--- config.mk ---
export PLATFORM = sky130hd
export DESIGN_NAME = wb_sram_arbiter
export DESIGN_NICKNAME = d
export VERILOG_FILES = /design/src/rtl/wb_sram_arbiter.sv
export SDC_FILE = /design/constraint.sdc
export NUM_CORES = 1
export LEC_CHECK = 0
export ABC_CLOCK_PERIOD_IN_PS = 4800
export CAP_MARGIN = 5
export CORE_MARGIN = 5
export CORE_UTILIZATION = 53
export CTS_CLUSTER_SIZE = 10
export DETAILED_ROUTE_END_ITERATION = 10
export PLACE_DENSITY = 0.85
export SLEW_MARGIN = 15
export SYNTH_ARGS = -nofsm -noshare
export SYNTH_HDL_FRONTEND = slang
export SYNTH_SLANG_ARGS = --single-unit
--- constraint.sdc ---
create_clock -name wb_clk_i -period 4.8 [get_ports wb_clk_i]
set_clock_uncertainty 0.2 [all_clocks]
set_input_delay 0.96 -clock wb_clk_i [delete_from_list [all_inputs] [get_ports wb_clk_i]]
set_output_delay 0.96 -clock wb_clk_i [all_outputs]
set_load 0.1 [all_outputs]
--- src/rtl/wb_sram_arbiter.sv ---
// wb_sram_arbiter: shares one 512x8 SRAM between a Wishbone slave (split into byte-lane
// RAM cycles) and a byte-wide client B, round-robin at transaction boundaries.
module wb_sram_arbiter #(
    parameter logic [31:0] WB_BASE = 32'h3000_0000,
    parameter logic [31:0] WB_MASK = 32'hFFFF_FE00
) (
    input  logic        wb_clk_i,
    input  logic        wb_rst_ni,
    input  logic        wbs_cyc_i,
    input  logic        wbs_stb_i,
    input  logic        wbs_we_i,
    input  logic [3:0]  wbs_sel_i,
    input  logic [31:0] wbs_adr_i,
    input  logic [31:0] wbs_dat_i,
    output logic        wbs_ack_o,
    output logic [31:0] wbs_dat_o,
    input  logic        b_req_i,
    input  logic        b_we_i,
    input  logic [8:0]  b_addr_i,
    input  logic [7:0]  b_wdata_i,
    output logic        b_ack_o,
    output logic [7:0]  b_rdata_o,
    output logic        ram_cen_o,
    output logic        ram_gwen_o,
    output logic [7:0]  ram_wen_o,
    output logic [8:0]  ram_a_o,
    output logic [7:0]  ram_d_o,
    input  logic [7:0]  ram_q_i
);
    localparam logic [2:0] IDLE = 3'd0, WB_ACC = 3'd1, WB_CAP = 3'd2, B_ACC = 3'd3, B_CAP = 3'd4;

    logic [2:0]  state_q, state_d;
    logic        last_wb_q, last_wb_d;
    logic [3:0]  rem_q, rem_d;
    logic [1:0]  lane_q, lane_d, cap_q, cap_d;
    logic        cap_vld_q, cap_vld_d, we_q, we_d;
    logic [6:0]  widx_q, widx_d;
    logic [31:0] wdat_q, wdat_d, rbuf_q, rbuf_d, dat_q, dat_d;
    logic        ack_q, ack_d, back_q, back_d;
    logic [7:0]  brd_q, brd_d;
    logic        cen_q, cen_d, gwen_q, gwen_d;
    logic [7:0]  wen_q, wen_d, d_q, d_d;
    logic [8:0]  a_q, a_d;

    logic        wb_p, b_p, wb_hit, grant_wb;
    logic [3:0]  m, rem_n;
    logic [1:0]  lane;
    logic [31:0] rbuf_c;

    // Next lane is the lowest set bit of the sel mask at grant, of the remaining mask afterwards.
    assign m        = (state_q == IDLE) ? wbs_sel_i : rem_q;
    assign lane     = m[0] ? 2'd0 : m[1] ? 2'd1 : m[2] ? 2'd2 : 2'd3;
    assign rem_n    = m & (m - 4'd1);
    assign wb_p     = wbs_cyc_i & wbs_stb_i & ~ack_q;
    assign b_p      = b_req_i & ~back_q;
    assign wb_hit   = ((wbs_adr_i & WB_MASK) == WB_BASE) && (wbs_sel_i != 4'h0);
    assign grant_wb = wb_p & (~b_p | ~last_wb_q);

    always_comb begin
        rbuf_c = rbuf_q;
        rbuf_c[{cap_q, 3'b000} +: 8] = ram_q_i;
    end

    always_comb begin
        state_d   = state_q;
        last_wb_d = last_wb_q;
        rem_d     = rem_q;
        lane_d    = lane_q;
        cap_d     = cap_q;
        cap_vld_d = cap_vld_q;
        we_d      = we_q;
        widx_d    = widx_q;
        wdat_d    = wdat_q;
        rbuf_d    = rbuf_q;
        dat_d     = dat_q;
        ack_d     = 1'b0;
        back_d    = 1'b0;
        brd_d     = brd_q;
        cen_d     = cen_q;
        gwen_d    = gwen_q;
        wen_d     = wen_q;
        a_d       = a_q;
        d_d       = d_q;
        case (state_q)
            IDLE: begin
                if (grant_wb) begin
                    last_wb_d = 1'b1;
                    if (wb_hit) begin
                        state_d   = WB_ACC;
                        we_d      = wbs_we_i;
                        widx_d    = wbs_adr_i[8:2];
                        wdat_d    = wbs_dat_i;
                        rbuf_d    = 32'h0;
                        cap_vld_d = 1'b0;
                        lane_d    = lane;
                        rem_d     = rem_n;
                        cen_d     = 1'b0;
                        gwen_d    = ~wbs_we_i;
                        wen_d     = wbs_we_i ? 8'h00 : 8'hFF;
                        a_d       = {wbs_adr_i[8:2], lane};
                        d_d       = wbs_dat_i[{lane, 3'b000} +: 8];
                    end else begin
                        ack_d = 1'b1;
                        dat_d = 32'h0;
                    end
                end else if (b_p) begin
                    state_d   = B_ACC;
                    last_wb_d = 1'b0;
                    we_d      = b_we_i;
                    cen_d     = 1'b0;
                    gwen_d    = ~b_we_i;
                    wen_d     = b_we_i ? 8'h00 : 8'hFF;
                    a_d       = b_addr_i;
                    d_d       = b_wdata_i;
                end
            end
            WB_ACC: begin
                // q for the lane sampled on the previous edge is captured one edge later.
                rbuf_d    = cap_vld_q ? rbuf_c : rbuf_q;
                cap_d     = lane_q;
                cap_vld_d = ~we_q;
                if (rem_q != 4'h0) begin
                    lane_d = lane;
                    rem_d  = rem_n;
                    a_d    = {widx_q, lane};
                    d_d    = wdat_q[{lane, 3'b000} +: 8];
                end else begin
                    cen_d   = 1'b1;
                    gwen_d  = 1'b1;
                    wen_d   = 8'hFF;
                    ack_d   = we_q;
                    state_d = we_q ? IDLE : WB_CAP;
                end
            end
            WB_CAP: begin
                dat_d     = rbuf_c;
                ack_d     = 1'b1;
                cap_vld_d = 1'b0;
                state_d   = IDLE;
            end
            B_ACC: begin
                cen_d   = 1'b1;
                gwen_d  = 1'b1;
                wen_d   = 8'hFF;
                back_d  = we_q;
                state_d = we_q ? IDLE : B_CAP;
            end
            B_CAP: begin
                brd_d   = ram_q_i;
                back_d  = 1'b1;
                state_d = IDLE;
            end
            default: state_d = IDLE;
        endcase
    end

    always_ff @(posedge wb_clk_i or negedge wb_rst_ni) begin
        if (!wb_rst_ni) begin
            state_q   <= IDLE;
            last_wb_q <= 1'b0;
            rem_q     <= 4'h0;
            lane_q    <= 2'd0;
            cap_q     <= 2'd0;
            cap_vld_q <= 1'b0;
            we_q      <= 1'b0;
            widx_q    <= 7'h0;
            wdat_q    <= 32'h0;
            rbuf_q    <= 32'h0;
            dat_q     <= 32'h0;
            ack_q     <= 1'b0;
            back_q    <= 1'b0;
            brd_q     <= 8'h0;
            cen_q     <= 1'b1;
            gwen_q    <= 1'b1;
            wen_q     <= 8'hFF;
            a_q       <= 9'h0;
            d_q       <= 8'h0;
        end else begin
            state_q   <= state_d;
            last_wb_q <= last_wb_d;
            rem_q     <= rem_d;
            lane_q    <= lane_d;
            cap_q     <= cap_d;
            cap_vld_q <= cap_vld_d;
            we_q      <= we_d;
            widx_q    <= widx_d;
            wdat_q    <= wdat_d;
            rbuf_q    <= rbuf_d;
            dat_q     <= dat_d;
            ack_q     <= ack_d;
            back_q    <= back_d;
            brd_q     <= brd_d;
            cen_q     <= cen_d;
            gwen_q    <= gwen_d;
            wen_q     <= wen_d;
            a_q       <= a_d;
            d_q       <= d_d;
        end
    end

    assign wbs_ack_o  = ack_q;
    assign wbs_dat_o  = dat_q;
    assign b_ack_o    = back_q;
    assign b_rdata_o  = brd_q;
    assign ram_cen_o  = cen_q;
    assign ram_gwen_o = gwen_q;
    assign ram_wen_o  = wen_q;
    assign ram_a_o    = a_q;
    assign ram_d_o    = d_q;
endmodule

==> run_results.csv <==
group,metric,value,unit
floorplanning,die_x,122.2,um
power,fin_total_pwr,5.906,mW
floorplanning,io_pins,169,
sta,hold_viol_final,0,
flow_run,maxCapViolations,0,
cells_and_area,final_util,72.09,%
route,drtAntennaViolNets,0,
sta,tns,0,ns
route,first_pass_iters,5,
clock_tree,post_cts_buffers,0,
min_path,worstHoldPathCells,1,
worst_setup_path,crit_type,"input pin to register",
place,finalWeightedCongestion,0.9206,
global_route,met1_usage,33.19,%
min_path,min_from,"rbuf_q[7]",
route,drc,0,
sta,maxSlewViolCount,0,
cells_and_area,multi_input_area,2987,um2
sta,fmax,0.2889,GHz
sta,slew_headroom,14.05,%
yosys,async_flop_share,100.0,%
floorplanning,die_area,14930,um2
global_route,met3_usage,8.682,%
cells_and_area,nets,861,
global_route,grtUsageMet2,44.10,%
clock_tree,postCtsHoldBufs,0,
sta,setup_viol,0,
clock_tree,cts_resized,0,
sta,fin_crit,3.462,ns
worst_setup_path,cp-startpoint,"wbs_adr_i[23]",
global_route,grt_overflow,0,
clock_tree,cts_buffers,17,
power,p_per_area,657.2,nW/um2
clock_tree,clockRootBuffer,"clkbuf_16",
place,dp_cells,909,
place,pre_cts_ws,0.9396,ns
worst_setup_path,critPathLaunchType,"input pin",
yosys,avgSynthCellArea,11.01,um2
worst_setup_path,ff2ff_path_depth,5,
cells_and_area,fin_cells,941,
sta,fin_ws,1.338,ns
yosys,ys_top_cells_by_area,"dfrtp_1 51%, o2bb2ai_1 9.1%, mux2_2 8.4%, a21oi_1 3.8%, nor2b_1 3.1%",
sta,period_share,72.12,%
route,vias,5899,
cells_and_area,area_growth,34.72,%
floorplanning,placementRows,41,
yosys,synth_top_area_share,50.65,%
yosys,netlist_area,6670,um2
route,wire_per_inst,20.96,um
worst_setup_path,worstPathRequired,4.90,ns
yosys,synth_edf_count,0,
floorplanning,start_util,53.51,%
clock_tree,htreeDepth,4,
worst_setup_path,path_cells,"clkdlybuf4s50_1 -> nor4_1 -> nand4_1 -> nor4_4 -> buf_4 -> buf_4 -> mux2_2",
sta,rsz0062_at_grt,"no",
yosys,yosys.area.top_type,"dfrtp_1",
cells_and_area,drive_gt1_share,14.95,%
run_status,status,"finished, final reports clean",
clock_tree,insertion_delay,0.42,ns
clock_tree,cts_tree,"yes",
cells_and_area,antennaDiodeCount,0,
worst_setup_path,slowest_stage,"nand4_1",
yosys,yosysUniqueCellTypes,56,
yosys,ys_seq_elements,137,
global_route,grt_pass1_vias,6043,
worst_setup_path,crit_path_frequent_cell,"buf_4",
route,routed_wl,19.73,mm
cells_and_area,n_fill_cell,853,
worst_setup_path,slowest_delay,0.49,ns
place,dp_hpwl,14.02,mm
yosys,ys.flop_type,"dfrtp_1",
clock_tree,cts_buffer_depth,2,
worst_setup_path,r2r_start,"state_q[1]",
yosys,ys_warn_count,0,
global_route,antenna_found_initial,0,
route,first_iter_violations,705,
floorplanning,fp.dieH,122.2,um
sta,worst_pin_slew,1.278,ns
worst_setup_path,path_max_fanout,21,
power,peakVddDrop,0.4980,mV
yosys,synthCells,606,
global_route,track_usage,27.04,%
global_route,top_usage_layer,"met2",
global_route,grt_pass1_wl,31.23,mm
global_route,grt_max_degree,70,
worst_setup_path,end_kind,"register",
worst_setup_path,cp.arrival,3.57,ns
min_path,hp-class,"register to register",
place,portBuffers,166,
clock_tree,path_clk_slew,0.06,ns
yosys,ys_seq_area_share,51.44,%
power,power_leakage,3.767,nW
cells_and_area,seqCellArea,3431,um2
yosys,synth_fp_nets,711,
clock_tree,cts_sinks,137,
floorplanning,coreArea,12470,um2
route,post_drt_via_cell_ratio,6.269,
## sequential cells by signal (all words and copies together), names as in the netlist, 2 cells and up
name       cells
state_q        3
wdat_q        24
cap_q          2
lane_q         2
ram_d_o        8
wbs_dat_o     32
ram_a_o        9
rbuf_q        32
rem_q          3
widx_q         7
b_rdata_o      8
## where the power goes
group	switching [mW]	total (mW)	internal (mW)
clock	0.513	1.28	0.767
sequential	0.195	1.59	1.39
combinational	2.19	3.04	0.848
## cell families after synthesis
family                   share of synthesized area, %
AO/OA/AOI/OAI                                   22.47
AND/OR/NAND/NOR                                 12.34
flip-flops                                      51.43
buffers and inverters                           4.071
multiplexers                                    8.741
adder cells (fa/ha/maj)                        0.9379
## cell usage in the layout (no fill, tap or decap), types with 3 or more instances in the layout
| cell | count |
|---|---|
| nand2_1 | 29 |
| clkinvlp_4 | 3 |
| inv_1 | 7 |
| o31ai_1 | 5 |
| clkbuf_16 | 17 |
| and2_1 | 4 |
| o31a_1 | 4 |
| nor2_1 | 23 |
| nor3_1 | 13 |
| dfrtp_1 | 135 |
| o221ai_1 | 4 |
| a31oi_1 | 7 |
| o21a_1 | 6 |
| nand3_1 | 18 |
| o21ai_0 | 26 |
| clkinv_2 | 4 |
| ha_1 | 5 |
| or3_1 | 4 |
| clkdlybuf4s50_1 | 165 |
| nor4_1 | 5 |
| o211ai_1 | 9 |
| clkinv_4 | 3 |
| nor2b_1 | 33 |
| a221o_1 | 5 |
| mux2_2 | 50 |
| o2bb2ai_1 | 69 |
| o22a_1 | 7 |
| a21oi_1 | 50 |
| buf_4 | 13 |
## cell usage after synthesis (all sizes together), types with 6 or more instances
| cell | number |
|---|---|
| o21a | 6 |
| nor2 | 23 |
| clkbuf | 24 |
| nand3 | 18 |
| a31oi | 7 |
| dfrtp | 135 |
| mux2 | 50 |
| nand2 | 31 |
| nor2b | 33 |
| o21ai | 30 |
| inv | 7 |
| o211ai | 11 |
| nor4 | 6 |
| buf | 23 |
| o2bb2ai | 69 |
| nor3 | 13 |
| and2 | 6 |
| o22a | 8 |
| a21oi | 50 |
## layout make-up
class / instances / share of cell area [%]
multi-input cells: 415 / 33.24
well taps: 172 / 2.395
clock buffers: 18 / 4.776
clock inverters: 14 / 1.657
repair buffers: 178 / 19.47
inverters: 7 / 0.2924
flip-flops and latches: 137 / 38.18
## worst max-delay path, delay by kind of cell
kind	cells	cell delay [ns]
buffers and inverters	3	1.02
multiplexers	1	0.38
AND/OR/NAND/NOR	3	1.19
## per-stage QoR
| step | hold slack, ns | cell area, um2 |
|---|---|---|
| CTS | 0.2835 | 8971 |
| floorplan | 0.2460 | 6670 |
| detailed placement | 0.2660 | 8393 |
| finish | 0.2820 | 8986 |
| global placement | 0.2625 | 8393 |
| global route | 0.2983 | 8986 |
## metal layers
| metal | part of all wire (%) | wire, um |
|---|---|---|
| met1 | 38 | 7466 |
| met2 | 48 | 9549 |
| met3 | 11 | 2186 |
| met5 | 0 | 0 |
| met4 | 2.7 | 525 |
## final timing paths
path | to | slack (ns)
min in group asynchronous | wbs_dat_o[19] | 0.44
max in group asynchronous | wbs_dat_o[31] | 2.95
worst min register to register | rbuf_q[7] | 0.28
worst max register to register | ram_d_o[1] | 1.96
worst min-delay path | rbuf_q[7] | 0.28
worst max-delay path | widx_q[2] | 1.34
(Power assumes the default switching activity.)
